<file path="config.mk">
export PLATFORM = sky130hd
export DESIGN_NAME = speicher_steuerung
export DESIGN_NICKNAME = d
export VERILOG_FILES = /design/src/rtl/speicher_pkg.sv /design/src/rtl/speicher_steuerung.sv
export SDC_FILE = /design/constraint.sdc
export NUM_CORES = 1
export LEC_CHECK = 0
export ABC_CLOCK_PERIOD_IN_PS = 3000
export BUFFER_PORTS_ARGS = -buffer_cell sky130_fd_sc_hd__clkbuf_2
export CAP_MARGIN = 0
export CELL_PAD_IN_SITES_DETAIL_PLACEMENT = 1
export CELL_PAD_IN_SITES_GLOBAL_PLACEMENT = 2
export CORE_UTILIZATION = 33
export DETAILED_ROUTE_END_ITERATION = 10
export PLACE_DENSITY_LB_ADDON = 0.1
export SLEW_MARGIN = 10
export SYNTH_ARGS = -nofsm -noshare
export SYNTH_HDL_FRONTEND = slang
export SYNTH_SLANG_ARGS = --single-unit
export TNS_END_PERCENT = 100
</file>
<file path="constraint.sdc">
create_clock -name Clock -period 3 [get_ports Clock]
set_input_delay 0.3 -clock Clock [delete_from_list [all_inputs] [get_ports Clock]]
set_output_delay 0.3 -clock Clock [all_outputs]
set_load 0.05 [all_outputs]
</file>
<file path="src/rtl/speicher_pkg.sv">
// -----------------------------------------------------------------------------
// speicher_pkg
// Shared definitions for the memory access controller (speicher_steuerung):
//   - zustand_t  : controller state encoding (3 bits)
//   - besitzer_t : which requester owns the access in flight
//   - adr_breite : RAM word count -> address width
// -----------------------------------------------------------------------------
package speicher_pkg;

    typedef enum logic [2:0] {
        LEERLAUF         = 3'd0,
        LESEN_START      = 3'd1,
        LESEN_WARTEN     = 3'd2,
        SCHREIBEN_START  = 3'd3,
        SCHREIBEN_WARTEN = 3'd4,
        FERTIG           = 3'd5
    } zustand_t;

    typedef enum logic {
        BEFEHL = 1'b0,
        DATEN  = 1'b1
    } besitzer_t;

    // A single-word RAM still needs one address bit on the bus.
    function automatic int adr_breite(input int words);
        return (words > 1) ? $clog2(words) : 1;
    endfunction

endpackage

</file>
<file path="src/rtl/speicher_steuerung.sv">
// -----------------------------------------------------------------------------
// speicher_steuerung
// Memory access controller in front of the processor's word RAM. Arbitrates
// between the instruction-fetch port and the load/store data port (data port
// has strict priority), issues single-cycle RAM read/write strobes, waits for
// the RAM acknowledge and returns the result with a one-cycle done pulse.
//
// Ports:
//   Clock, Reset                    rising-edge clock, async active-low reset
//   BefehlAnfrage/Adresse           fetch request (level) and word address
//   BefehlDaten/Bereit              fetched word, one-cycle done pulse
//   DatenAnfrage/Schreiben/Adresse  load/store request, 1 = store, address
//   DatenSchreibWert                store data
//   DatenLeseWert/Fertig            load result, one-cycle done pulse
//   RamLesenAn/RamSchreibenAn       RAM read/write strobes
//   RamAdresse/RamDatenRein         RAM address and write data
//   RamDatenRaus                    RAM read data
//   RamDatenBereit/Geschrieben      RAM read/write acknowledges
//   Zeitueberschreitung             sticky timeout flag (macro build only)
//
// Build option: define SPEICHER_TIMEOUT_EN to add a wait-cycle limit of
// TIMEOUT_ZYKLEN cycles and the Zeitueberschreitung output. Without it the
// controller waits indefinitely for the acknowledge.
// -----------------------------------------------------------------------------
module speicher_steuerung
    import speicher_pkg::*;
#(
    parameter int WORDSIZE       = 32,
    parameter int WORDS          = 32,
    parameter int TIMEOUT_ZYKLEN = 15,
    localparam int AW            = adr_breite(WORDS)
) (
    input  logic                Clock,
    input  logic                Reset,
    input  logic                BefehlAnfrage,
    input  logic [AW-1:0]       BefehlAdresse,
    output logic [WORDSIZE-1:0] BefehlDaten,
    output logic                BefehlBereit,
    input  logic                DatenAnfrage,
    input  logic                DatenSchreiben,
    input  logic [AW-1:0]       DatenAdresse,
    input  logic [WORDSIZE-1:0] DatenSchreibWert,
    output logic [WORDSIZE-1:0] DatenLeseWert,
    output logic                DatenFertig,
    output logic                RamLesenAn,
    output logic                RamSchreibenAn,
    output logic [AW-1:0]       RamAdresse,
    output logic [WORDSIZE-1:0] RamDatenRein,
    input  logic [WORDSIZE-1:0] RamDatenRaus,
    input  logic                RamDatenBereit,
    input  logic                RamDatenGeschrieben
`ifdef SPEICHER_TIMEOUT_EN
    ,
    output logic                Zeitueberschreitung
`endif
);

    zustand_t            zustand_q, zustand_d;
    besitzer_t           besitzer_q, besitzer_d;
    logic [AW-1:0]       adresse_q, adresse_d;
    logic [WORDSIZE-1:0] schreibwert_q, schreibwert_d;
    logic [WORDSIZE-1:0] befehl_daten_q, befehl_daten_d;
    logic [WORDSIZE-1:0] daten_lese_q, daten_lese_d;

`ifdef SPEICHER_TIMEOUT_EN
    localparam int ZW = $clog2(TIMEOUT_ZYKLEN + 1);
    logic [ZW-1:0] zaehler_q, zaehler_d;
    logic          zeitueber_q, zeitueber_d;
`endif

    always_comb begin
        zustand_d      = zustand_q;
        besitzer_d     = besitzer_q;
        adresse_d      = adresse_q;
        schreibwert_d  = schreibwert_q;
        befehl_daten_d = befehl_daten_q;
        daten_lese_d   = daten_lese_q;
`ifdef SPEICHER_TIMEOUT_EN
        // Counter only advances while waiting; every other state rearms it.
        zaehler_d      = '0;
        zeitueber_d    = zeitueber_q;
`endif

        unique case (zustand_q)
            LEERLAUF: begin
                // Data port wins any tie with the fetch port.
                if (DatenAnfrage) begin
                    besitzer_d    = DATEN;
                    adresse_d     = DatenAdresse;
                    schreibwert_d = DatenSchreibWert;
                    zustand_d     = DatenSchreiben ? SCHREIBEN_START : LESEN_START;
                end else if (BefehlAnfrage) begin
                    besitzer_d = BEFEHL;
                    adresse_d  = BefehlAdresse;
                    zustand_d  = LESEN_START;
                end
            end

            LESEN_START: zustand_d = LESEN_WARTEN;

            LESEN_WARTEN: begin
                if (RamDatenBereit) begin
                    if (besitzer_q == DATEN) daten_lese_d   = RamDatenRaus;
                    else                     befehl_daten_d = RamDatenRaus;
                    zustand_d = FERTIG;
                end
`ifdef SPEICHER_TIMEOUT_EN
                else if (zaehler_q == ZW'(TIMEOUT_ZYKLEN - 1)) begin
                    if (besitzer_q == DATEN) daten_lese_d   = '0;
                    else                     befehl_daten_d = '0;
                    zeitueber_d = 1'b1;
                    zustand_d   = FERTIG;
                end else begin
                    zaehler_d = zaehler_q + 1'b1;
                end
`endif
            end

            SCHREIBEN_START: zustand_d = SCHREIBEN_WARTEN;

            SCHREIBEN_WARTEN: begin
                if (RamDatenGeschrieben) begin
                    zustand_d = FERTIG;
                end
`ifdef SPEICHER_TIMEOUT_EN
                else if (zaehler_q == ZW'(TIMEOUT_ZYKLEN - 1)) begin
                    zeitueber_d = 1'b1;
                    zustand_d   = FERTIG;
                end else begin
                    zaehler_d = zaehler_q + 1'b1;
                end
`endif
            end

            // Requests are deliberately not sampled here so the requester
            // can drop or change its request before the next arbitration.
            FERTIG: zustand_d = LEERLAUF;

            default: zustand_d = LEERLAUF;
        endcase
    end

    always_ff @(posedge Clock or negedge Reset) begin
        if (!Reset) begin
            zustand_q      <= LEERLAUF;
            besitzer_q     <= BEFEHL;
            adresse_q      <= '0;
            schreibwert_q  <= '0;
            befehl_daten_q <= '0;
            daten_lese_q   <= '0;
`ifdef SPEICHER_TIMEOUT_EN
            zaehler_q      <= '0;
            zeitueber_q    <= 1'b0;
`endif
        end else begin
            zustand_q      <= zustand_d;
            besitzer_q     <= besitzer_d;
            adresse_q      <= adresse_d;
            schreibwert_q  <= schreibwert_d;
            befehl_daten_q <= befehl_daten_d;
            daten_lese_q   <= daten_lese_d;
`ifdef SPEICHER_TIMEOUT_EN
            zaehler_q      <= zaehler_d;
            zeitueber_q    <= zeitueber_d;
`endif
        end
    end

    // Strobes and done pulses decode straight from the state register, so
    // each is high for exactly one cycle per access and reset kills them at once.
    assign RamLesenAn     = (zustand_q == LESEN_START);
    assign RamSchreibenAn = (zustand_q == SCHREIBEN_START);
    assign BefehlBereit   = (zustand_q == FERTIG) && (besitzer_q == BEFEHL);
    assign DatenFertig    = (zustand_q == FERTIG) && (besitzer_q == DATEN);
    assign RamAdresse     = adresse_q;
    assign RamDatenRein   = schreibwert_q;
    assign BefehlDaten    = befehl_daten_q;
    assign DatenLeseWert  = daten_lese_q;
`ifdef SPEICHER_TIMEOUT_EN
    assign Zeitueberschreitung = zeitueber_q;
`endif

endmodule

</file>
Yosys cells after proc, flatten, opt, wreduce, memory -nomap -nowiden

Index checks and enable logic that the tools add are counted.

Register bits after elaboration: 105
Input port bits: 81
Output and inout port bits: 105
Logic and storage cells: 34

Equal/unequal tests: 8
Mux-type cells: 10
Bitwise operators: 1
Reduce and logical (&&, ||, !) cells: 9

Operators with widths:

| operator                                                               | count |
|---|---|
| 3-bit case mux with 5 select lines                                     | 1 |
| 3-bit two-way mux                                                      | 4 |
| 5-bit two-way mux                                                      | 2 |
| 3-bit AND reduction                                                    | 3 |
| 3-bit by 2-bit equality test with 1-bit output (second input constant) | 2 |
| 3-bit equality test (second input constant)                            | 2 |
| 2-bit != test (second input constant)                                  | 2 |
| 2-bit AND reduction                                                    | 2 |
| 3-bit by 1-bit equality test with 1-bit output (second input constant) | 1 |
| 3-bit logical NOT                                                      | 1 |
| 3-bit != test (second input constant)                                  | 1 |
| 1-bit logical AND                                                      | 2 |
| 1-bit two-way mux                                                      | 2 |
| 2-bit two-way mux                                                      | 1 |
| 2-bit nonzero test                                                     | 1 |
| 1-bit inverter                                                         | 1 |

Depth between registers and ports, before layout

Depth after elaboration: 3
Mapped depth: 6
Mapped depth without buffers: 3

Least setup slack after synthesis

Ideal clock, no wire load.

Path type: register to output
From: register zustand_q[0]
To: output RamLesenAn
Arrival: 1701 ps
Required time: 2700 ps
Setup slack: 999 ps
Stages on the path, launching flop included: 4
Buffers on the path: 1
Cells stage by stage: dfrtp_1 clkbuf_1 inv_1 nor3_1

Word-level cells in the longest chain between the ends: 1

Ends and longest elaborated chain:

| item                                           | line                      | source |
|---|---|---|
| from (decl)                                    | speicher_steuerung.sv:58  | `zustand_t zustand_q, zustand_d;` |
| from (signal assigned)                         | speicher_steuerung.sv:156 | `zustand_q <= zustand_d;` |
| 3-bit by 1-bit equality test with 1-bit output | speicher_steuerung.sv:171 | `assign RamLesenAn = (zustand_q == LESEN_START);` |
| to (decl)                                      | speicher_steuerung.sv:45  | `output logic RamLesenAn,` |

Every way passes these cells.

Worst setup path after layout

From: register zustand_q[2]
To: register daten_lese_q[28], in the netlist DatenLeseWert[28]

Word-level cells in the longest chain between the ends: 2

Ends and longest elaborated chain:

| item                                           | line                      | source |
|---|---|---|
| 3-bit by 2-bit equality test with 1-bit output | speicher_steuerung.sv:84  | `unique case (zustand_q)` |
| 3-bit AND reduction (no line)                  | n/a                       |  |
| to (signal assigned)                           | speicher_steuerung.sv:161 | `daten_lese_q <= daten_lese_d;` |
| to (decl)                                      | speicher_steuerung.sv:63  | `logic [WORDSIZE-1:0] daten_lese_q, daten_lese_d;` |

Every way passes these cells.
A chain may end at the register's enable or synchronous reset.

==> run metrics <==
Synth Flop Type dfrtp_1; root buffer selected by CTS clkbuf_16; share of Yosys cell area claimed by the top area cell type between 60% and 70%; synthesized instance count ~250; EDFF count, synth 0; largest net degree at the start of global routing 59; unrepaired setup endpoints after global routing false; num ports 186; clock latency on the worst-skew pair 0.34 ns; failing checks negative hold slack; final setup TNS 0 ns; Final Net Count 517; fin. max-slew vios 0; WHS -0.0285 ns; crit path time final 2.06 ns; Synth Register Bits ~110; post-synthesis xor/xnor area fraction 0%; WP data required 3.22 ns; Synth area leaders dfrtp_1 (63%), mux2_2 (20%), mux2_4 (11%), buf_8 (1.1%), buf_2 (0.72%); crit path capture type flop; Synth area leader dfrtp_1; gpl congestion 0.754; Hold Crit Class primary input to async pin; crit-path leading delay family simple AND/OR/NAND/NOR gates; Post-synth ARST share 100%; post-CTS setup buffer count 0; most common cell in the synthesized netlist dfrtp_1; total core area 12,200 sq um; Die H approximately 110 microns; Seq/Total Area, Yosys a little over three fifths; Final setup viols 0; clock skew 0.00657 ns; most frequent cells after synthesis dfrtp_1 (105), mux2_2 (75), mux2_4 (30), buf_2 (6), nor2_1 (5); layout cell share with drive strength beyond 1 70.7%; DRT Pass-1 Iters 3; syn_nets 330; Row Count 40; Setup crit start kind flop; IO Port Bufs 185; post_cts resized 0; main combinational cell family by area after synthesis multiplexers; DRC viols 0; Routed Antenna Nets 0; Die Width 114 microns; Worst-path clk slew 0.07 ns; wirelength, routed between 9000 and 10,000 microns; Synth Area in Simple Gates about 2.2%; Filler cells around 1,300; Initial Util 34.3%; die area ~13,000 sq um; H-Tree Depth 3; Clock Sinks 105; Synth-to-Final Area Change 33.7%; FMAX slightly below 500 MHz; Largest stage delay, worst path roughly 0.55 ns; post-synthesis mux area share between 30% and 40%; Routed WL per cell 16.0 microns; Crit Path Class flop to flop; Worst Path Max Fanout 32; Buf+Inv Stages, Crit Path 1; via count between 2,000 and 3,000; max-cap check violation count 0; status finished with violations; final hold vios 15; initial antenna violation count 0; CTS max path bufs 2; final worst-path cycle share 68.6%; clock tree from TritonCTS done; Max-slew headroom 56.6%; GRT Total Usage between 10% and 20%; Detail Placement HPWL 7090 microns; Synth Warn # 0; CP max-delay cell or4_2; crit path cell chain nand2b_2, or4_2, buf_4, mux2_4; WP data arrival around 2.3 ns; first-pass GRT wire length approximately 16,000 microns; cell area after synthesis 4180 sq um; grt total ovfl 0; diodes inserted 0; CTS Hold Bufs 0; Synth Area in Compound Gates 1.11%; TritonCTS buffer count 9; vias in the first global route 2,981; routed vias/inst 4.55; Mean Syn Cell Area between 15 and 20 sq um; count of different cell masters after synthesis 23; Adder-Cell Fraction of Synth Area 0%; Worst-Margin Slew 0.651 ns; Initial DRC Count just over 90
[flip-flops by register name, indices dropped and copies added, names as in the netlist]
signal         flops
besitzer_q         1
RamDatenRein      32
DatenLeseWert     32
RamAdresse         5
BefehlDaten       32
zustand_q          3
[cell usage in the layout, fill, tap and decap left out]
cell type,n
clkbuf_2,184
dfrtp_1,105
mux2_2,75
mux2_4,30
clkbuf_16,9
nor2_1,5
nor3_1,4
buf_4,4
inv_1,3
nor2b_1,2
bufinv_16,2
nand2b_2,1
nand2_1,1
and2_1,1
nor4_4,1
mux2_1,1
a21oi_1,1
a32o_1,1
or4_2,1
a211oi_1,1
o21a_1,1
o2bb2ai_1,1
o21bai_1,1
clkinv_4,1
clkinvlp_4,1
clkinv_2,1
clkbuf_1,1
buf_12,1
[worst paths after layout]
check                                     start           endpoint  slack, ns  cells past startpoint
setup / recovery                   zustand_q[2]  DatenLeseWert[28]       0.94                      4
hold / removal                            Reset     BefehlDaten[6]      -0.03                      1
setup reg to reg                   zustand_q[2]  DatenLeseWert[28]       0.94                      4
hold reg to reg                  BefehlDaten[6]     BefehlDaten[6]       0.49                      1
max in group asynchronous                 Reset  DatenLeseWert[26]       2.30                      2
min in group Clock         DatenSchreibWert[28]   RamDatenRein[28]       0.19                      2
[per-stage QoR]
| stage | instances | util [%] | setup WS, ns | cell area, sq um |
|---|---|---|---|---|
| after detailed placement | 593 | 43.4 | 0.938 | 5270 |
| after floorplan | 249 | - | 0.999 | 4180 |
| after global routing | 608 | 45.9 | 0.860 | 5580 |
| after global placement | 593 | 43.4 | 0.984 | 5270 |
| after CTS | 608 | 45.9 | 0.938 | 5580 |
| final | 608 | 45.9 | 0.942 | 5580 |
[per-layer routing]
| layer | share of wire [%] | vias up | global-route usage, % | wire length [microns] |
|---|---|---|---|---|
| met5 | 0 | - | 0 | 0 |
| met4 | 1.5 | 0 | 6.75 | 143 |
| met3 | 9.3 | 10 | 6.03 | 905 |
| met2 | 46 | 120 | 24.8 | 4470 |
| met1 | 43 | 1392 | 20.0 | 4230 |
| li1 | - | 1247 | - | - |
[kinds of logic after synthesis]
group / count (synthesis)
AO/OA/AOI/OAI: 6
buffers and inverters: 16
flip-flops: 105
multiplexers: 106
AND/OR/NAND/NOR: 16
[area by class of cell]
| cell class | instances | area (sq um) | area share (%) |
|---|---|---|---|
| clock buffer | 10 | 229 | 4.10 |
| sequential | 105 | 2630 | 47.1 |
| tap | 168 | 210 | 3.77 |
| timing repair buffer | 189 | 971 | 17.4 |
| multi-input combinational | 128 | 1450 | 26.0 |
| clock inverter | 5 | 81.3 | 1.46 |
| inverter | 3 | 11.3 | 0.202 |
Power is left out: the tool's default activity adds up to more than one toggle a clock period on the data nets, which glitch-free logic cannot reach.
